$ cat src/rtl/sc_io_input_port.sv
// sc_io_input_port: synchronised, debounced switch/key input peripheral with edge capture and maskable irq
module sc_io_input_port #(
    parameter int DEBOUNCE_CYCLES = 16,
    parameter int CNT_W = 16
) (
    input  logic        clock,
    input  logic        resetn,
    input  logic [3:0]  one,
    input  logic [3:0]  two,
    input  logic [3:0]  key,
    input  logic [7:0]  io_addr,
    input  logic        io_wr,
    input  logic [31:0] io_wdata,
    output logic [31:0] io_rdata,
    output logic        irq
);
    // bits [11:8] are the active-low keys, which idle high (released)
    localparam logic [11:0] RST_V = 12'hF00;
    localparam logic [CNT_W-1:0] LAST = CNT_W'(DEBOUNCE_CYCLES - 1);
    logic [11:0] raw, s1, s2, stable, stable_nxt;
    logic [CNT_W-1:0] cnt [12];
    logic [CNT_W-1:0] cnt_nxt [12];
    logic [3:0] press, clr, cap, cap_nxt, mask, mask_nxt;
    logic unused_wdata;
    assign raw = {key, two, one};
    assign unused_wdata = ^io_wdata[31:4];
    assign press = stable[11:8] & ~stable_nxt[11:8];
    assign clr = (io_wr && io_addr == 8'h0C) ? io_wdata[3:0] : 4'h0;
    assign cap_nxt = (cap & ~clr) | press;
    assign mask_nxt = (io_wr && io_addr == 8'h10) ? io_wdata[3:0] : mask;
    // per-bit debounce: accept s2 only after it has differed for DEBOUNCE_CYCLES edges
    always_comb begin
        stable_nxt = stable;
        for (int i = 0; i < 12; i++) begin
            cnt_nxt[i] = (s2[i] != stable[i] && cnt[i] != LAST) ? cnt[i] + 1'b1 : '0;
            stable_nxt[i] = (s2[i] != stable[i] && cnt[i] == LAST) ? s2[i] : stable[i];
        end
    end
    // combinational register read so the CPU sees data in the same cycle
    always_comb begin
        io_rdata = {28'b0,
            io_addr == 8'h00 ? stable[3:0] :
            io_addr == 8'h04 ? stable[7:4] :
            io_addr == 8'h08 ? ~stable[11:8] :
            io_addr == 8'h0C ? cap :
            io_addr == 8'h10 ? mask : 4'h0};
    end
    // state update; a press set takes priority over a same-cycle W1C clear
    always_ff @(posedge clock) begin
        if (!resetn) begin
            s1 <= RST_V;
            s2 <= RST_V;
            stable <= RST_V;
            for (int i = 0; i < 12; i++) cnt[i] <= '0;
            cap <= 4'h0;
            mask <= 4'h0;
            irq <= 1'b0;
        end else begin
            s1 <= raw;
            s2 <= s1;
            stable <= stable_nxt;
            for (int i = 0; i < 12; i++) cnt[i] <= cnt_nxt[i];
            cap <= cap_nxt;
            mask <= mask_nxt;
            irq <= |(cap_nxt & mask_nxt);
        end
    end
endmodule

$ cat config.mk
export PLATFORM = sky130hd
export DESIGN_NAME = sc_io_input_port
export DESIGN_NICKNAME = d
export VERILOG_FILES = /design/src/rtl/sc_io_input_port.sv
export SDC_FILE = /design/constraint.sdc
export NUM_CORES = 1
export LEC_CHECK = 0
export CAP_MARGIN = 10
export CORE_UTILIZATION = 58
export CTS_BUF_LIST = sky130_fd_sc_hd__clkbuf_16
export DETAILED_ROUTE_END_ITERATION = 6
export GPL_ROUTABILITY_DRIVEN = 0
export HOLD_SLACK_MARGIN = 0.02
export PLACE_DENSITY_LB_ADDON = 0.15
export SLEW_MARGIN = 20
export SYNTH_ARGS = -nofsm -noshare
export SYNTH_HDL_FRONTEND = slang
export SYNTH_SLANG_ARGS = --single-unit
$ cat constraint.sdc
create_clock -name clock -period 2 [get_ports clock]
set_input_delay 0.5 -clock clock [delete_from_list [all_inputs] [get_ports clock]]
set_output_delay 0.5 -clock clock [all_outputs]
set_load 0.01 [all_outputs]
; Yosys cells after proc, flatten, opt, wreduce, memory -nomap -nowiden
; Memory sizes are Yosys's and may differ from the RTL's.
; Cells that the tools add are included.
; Widths: inputs -> output; s select.
[totals]
input_bits = 55
ff_bits = 45
ram_bits = 192
output_inout_bits = 33
word_cells = 151
n_memories = 1
[op_classes]
bitwise_logic = 19
reduce_logical = 28
add_sub_neg = 12
n_eq_ne = 40
mux = 37
[memory_table]
columns = name, words, word_bits, rd, rd_ports_with_merged_regs, write_ports, line_no
row1 = cnt, 12, 16, 12, 0, 12, 21  ; logic [CNT_W-1:0] cnt [12];
[op_table]
columns = operator, count
row1 = $mux 16, 24
row2 = $add 16x1->16 const B, 12
row3 = $eq 16x4->1 const B, 12
row4 = $ne 16x4->1 const B, 12
row5 = $mux 4, 7
row6 = $logic_and 1x1->1, 26
row7 = $eq 8x4->1 const B, 2
row8 = $and 4x4->4, 3
row9 = $ne 1x1->1, 12
row10 = $not 4->4, 3
row11 = $or 1x1->1, 12
row12 = $eq 8x3->1 const B, 1
row13 = $eq 8x5->1 const B, 1
row14 = $logic_not 8->1, 1
row15 = $mux 1, 6
row16 = $or 4x4->4, 1
row17 = $reduce_or 4->1, 1

; Longest topological paths before layout
; An unclocked memory read counts as a cell.
[logic_depth]
word_depth = 9
mapped_depth = 7
mapped_depth_nobuf = 6

; Least setup slack after synthesis
; Ideal clock, no wire load.
[synth_timing]
kind = input port to output port
start = input io_addr[3]
end = output io_rdata[2]
t_required_ns = 1.500
path_stages = 3
path_slack_ns = 0.093
arrival_time_ns = 1.407
n_path_buf = 1
cell_sequence = buf_6 -> mux4_1 -> a22o_1
[synth_via]
elab_chain_cells = 6
word_cells_on_any_way = 10
cone_classes = 4 x eq/ne / 5 x mux / 1 x reduce/logical
[synth_lines]
columns = item, line_no
row1 = "start, declared", 11  ; input logic [7:0] io_addr,
row2 = $eq 8x5->1, 46  ; io_addr == 8'h10 ? mask : 4'h0};
row3 = $mux 4, 46
row4 = $mux 4, 45  ; io_addr == 8'h0C ? cap :
row5 = $mux 4, 44  ; io_addr == 8'h08 ? ~stable[11:8] :
row6 = $mux 4, 43  ; io_addr == 8'h04 ? stable[7:4] :
row7 = $mux 4 *, 42  ; io_addr == 8'h00 ? stable[3:0] :
row8 = "end, declared", 14  ; output logic [31:0] io_rdata,
; Every way passes the cells marked *; elsewhere a longest branch is shown, timed or not.

; Worst setup path after layout
[layout_timing]
start = register stable[9]
end = output io_rdata[1]
[layout_via]
elab_chain_cells = 4
[layout_lines]
columns = item, line_no
row1 = "start, declared", 20  ; logic [11:0] raw, s1, s2, stable, stable_nxt;
row2 = "start signal, assigned", 61  ; stable <= stable_nxt;
row3 = $not 4->4, 44
row4 = $mux 4, 44
row5 = $mux 4, 43
row6 = $mux 4, 42
; Every way passes these cells.

==> impl_results.md <==
* FF+latch count, synth at about 240
* N_diodes at 0
* Worst VDD drop at between 900 and 1000 µV
* H-tree depth at 1
* Top_reg_cell synth: dfxtp_1
* Asr flop ratio synth at 0%
* First-pass GRT wire length at 30700 µm
* Clock skew at 0.0202 ns
* Max-cap viol count at 0
* Via count at 7364
* Pwr dens at 811 nW/µm²
* Final #Nets at around 1200
* Crit path cell chain: inv_2 > mux4_2 > a22o_1 > buf_2
* CP arrival at roughly 1.7 ns
* Drt first pass iters at 5
* Final hold vios at 0
* DP Wirelength at between 10000 and 15000 µm
* Fin crit period at approximately 2.2 ns
* Failing checks: setup timing
* CP top delay family: multiplexers
* Post-route DRC at 0
* Clk slew on worst S/H paths at around 0.060 ns
* RSZ-0062 raised after global routing: yes
* Cells after DPL at 1370
* Register area share after synthesis at 46.8%
* Vias in the first global route at roughly 6700
* Part of the cycle the worst path needs at 110%
* Critical Path Slowest Stage Cell: mux4_2
* Gate Count Post-Synth at 1101
* # fillers at approximately 1300
* Worst-Skew Late Latency at around 0.52 ns
* CTS root buf: clkbuf_16
* Distinct cell type count after synthesis at 42
* PortBufs at 31
* Max Slew Vio Count at 0
* Worst path max stage delay at 0.43 ns
* Crit path capture type: output pin
* Final std cells w/o fill at ~1400
* Overall Power at ~9500 µW
* Boundary Pins at 88
* Die H at ~130 µm
* Most frequent cells in the layout: dfxtp_1 (232), nor2_1 (192), xor2_1 (108)
* Antenna-violating nets left at 0
* Commonest non-fill, non-tap cell in the layout: dfxtp_1
* CP required at ~1.5 ns
* Worst Hold Class: in -> reg
* Place WS at -0.919 ns
* Critical path type: reg -> out
* Largest net degree at the start of global routing at 36
* Max Fclk at around 460 MHz
* GRT overflow at 0
* Status: finished, violations left
* Number of buffers created by CTS at 25
* Drt initial violations at 296
* Final Worst Setup Slack at -0.197 ns
* Setup violators final at 4
* Share of layout cells above drive strength 1 at 10.5%
* Area grow syn2layout at 15.1%
* Worst Path Buf+Inv at 2
* Met2 usage at between 30% and 40%
* CTS tree: done
* Met1 Resource Use GR at ~28%
* Initial Utilization at between 60% and 70%
* Post-synth EDFFs at 0
* CP Max Fanout at 2
* R2R setup slack at between 0.3 and 0.4 ns
* Global Route met3 Usage at between 3 and 4%
* Setup tns final at -0.703 ns
* Die extent in x at 134 µm
* Die area at roughly 18000 µm²
* Leakage Power at approximately 0.0042 µW
* Syn_area_per_cell at just over 9 µm²
* Startpoint Class: flip-flop
* Mean number of vias per cell at a little over 5
* Clk buf depth at 3
* Total global-route track usage at between 20% and 30%
* Total core area at 16800 µm²
* Hold_buf cts at 0
* Row cnt at 47
* Post-synthesis cell area at approximately 10000 µm²
* Initial antenna violation count at 0
* Post-layout util at a little over two thirds
* Yosys Warn Count at 0
* Busiest grt layer: met2
* Drt total wl at 17800 µm
* Clock sinks at 237
* Drt wl/cell at between 10 and 15 µm
## final timing paths
path	start	endpoint	cells past startpoint
worst max-delay path	stable[9]$_SDFF_PN1_	io_rdata[1]	4
worst max register to register	cnt[2][16]$_SDFF_PN0_	cnt[2][24]$_SDFF_PN0_	6
worst min register to register	s1[11]$_SDFF_PN1_	s2[11]$_SDFF_PN1_	1
worst min-delay path	resetn	stable[1]$_SDFFE_PN0P_	2
## timing repair
item | CTS | global route
gates resized for setup | 44 | 5
buffers inserted | 1 | 4
endpoints found under the setup margin | 4 | 5
pin swaps | 9 | 5
endpoints found under the hold margin | 0 | 0
gates cloned | 0 | 0
## metrics by stage
| step | hold slack [ns] | area, µm² |
|---|---|---|
| CTS | 0.325 | 11600 |
| detailed placement | 0.394 | 10800 |
| global placement | 0.393 | 10800 |
| finish | 0.337 | 11700 |
| floorplan | 0.386 | 10200 |
| global route | 0.327 | 11700 |
## metal layers
| layer | share of wire, % | wire (µm) |
|---|---|---|
| met5 | 0 | 0 |
| met4 | 1.7 | 297 |
| met3 | 3.4 | 601 |
| met2 | 45 | 8010 |
| met1 | 50 | 8910 |
## power breakdown
group / switching, µW / leakage [µW] / internal (µW)
Sequential: 16.4 / 0.00191 / 4750
Clock: 1820 / 0.000397 / 2670
Combinational: 116 / 0.00194 / 101
Total: 1950 / 0.00425 / 7520
## area by class of cell
| type | instances | area [µm²] | area share [%] |
|---|---|---|---|
| Clock buffer | 25 | 626 | 5.36 |
| Clock inverter | 21 | 184 | 1.58 |
| Inverter | 27 | 101 | 0.869 |
| Multi-Input combinational cell | 808 | 5050 | 43.3 |
| Sequential cell | 237 | 4750 | 40.7 |
| Tap cell | 220 | 275 | 2.36 |
| Timing Repair Buffer | 82 | 683 | 5.85 |
## flip-flops by register name, indices dropped and copies added, names as in the netlist
signal and flops:
irq 1, mask 4, cap 4, cnt 192
stable 12, s1 12, s2 12
## synthesized netlist by cell type (3+ instances only)
master | n | share of area [%]
nor4_1 | 37 | 2.3
a21oi_1 | 11 | 0.54
or3_1 | 11 | 0.68
nor2_1 | 193 | 7.1
nand2b_1 | 12 | 0.74
nand4_1 | 45 | 2.8
nor4_2 | 3 | 0.37
xor2_1 | 108 | 9.3
nor2b_1 | 19 | 1.2
xnor2_1 | 61 | 5.3
nor3_1 | 16 | 0.79
a2bb2oi_1 | 4 | 0.35
and2_1 | 25 | 1.5
and4_1 | 20 | 1.7
dfxtp_1 | 237 | 47
and3_1 | 26 | 1.6
mux2i_1 | 14 | 1.4
inv_1 | 27 | 1.0
a22o_1 | 4 | 0.35
nand2_1 | 55 | 2.0
ha_1 | 12 | 1.5
o21ai_0 | 13 | 0.64
mux4_1 | 4 | 1.0
nand3_1 | 70 | 3.5
buf_2 | 17 | 0.84
clkbuf_1 | 8 | 0.30
buf_4 | 28 | 2.1
## logic make-up (layout without fill, tap and decap cells)
logic type | Yosys count | after routing | synth area share [%]
buffers and inverters | 83 | 155 | 4.48
xor gates and xnor gates | 169 | 169 | 14.6
adders and majority gates | 12 | 12 | 1.48
other | 1 | 28 | 0.0370
muxes | 18 | 18 | 2.42
DFF | 237 | 237 | 46.8
and+or+nand+nor | 546 | 546 | 28.1
AOI/OAI and AO/OA | 35 | 35 | 2.07
Note: power is estimated with default switching activity, not from simulation.
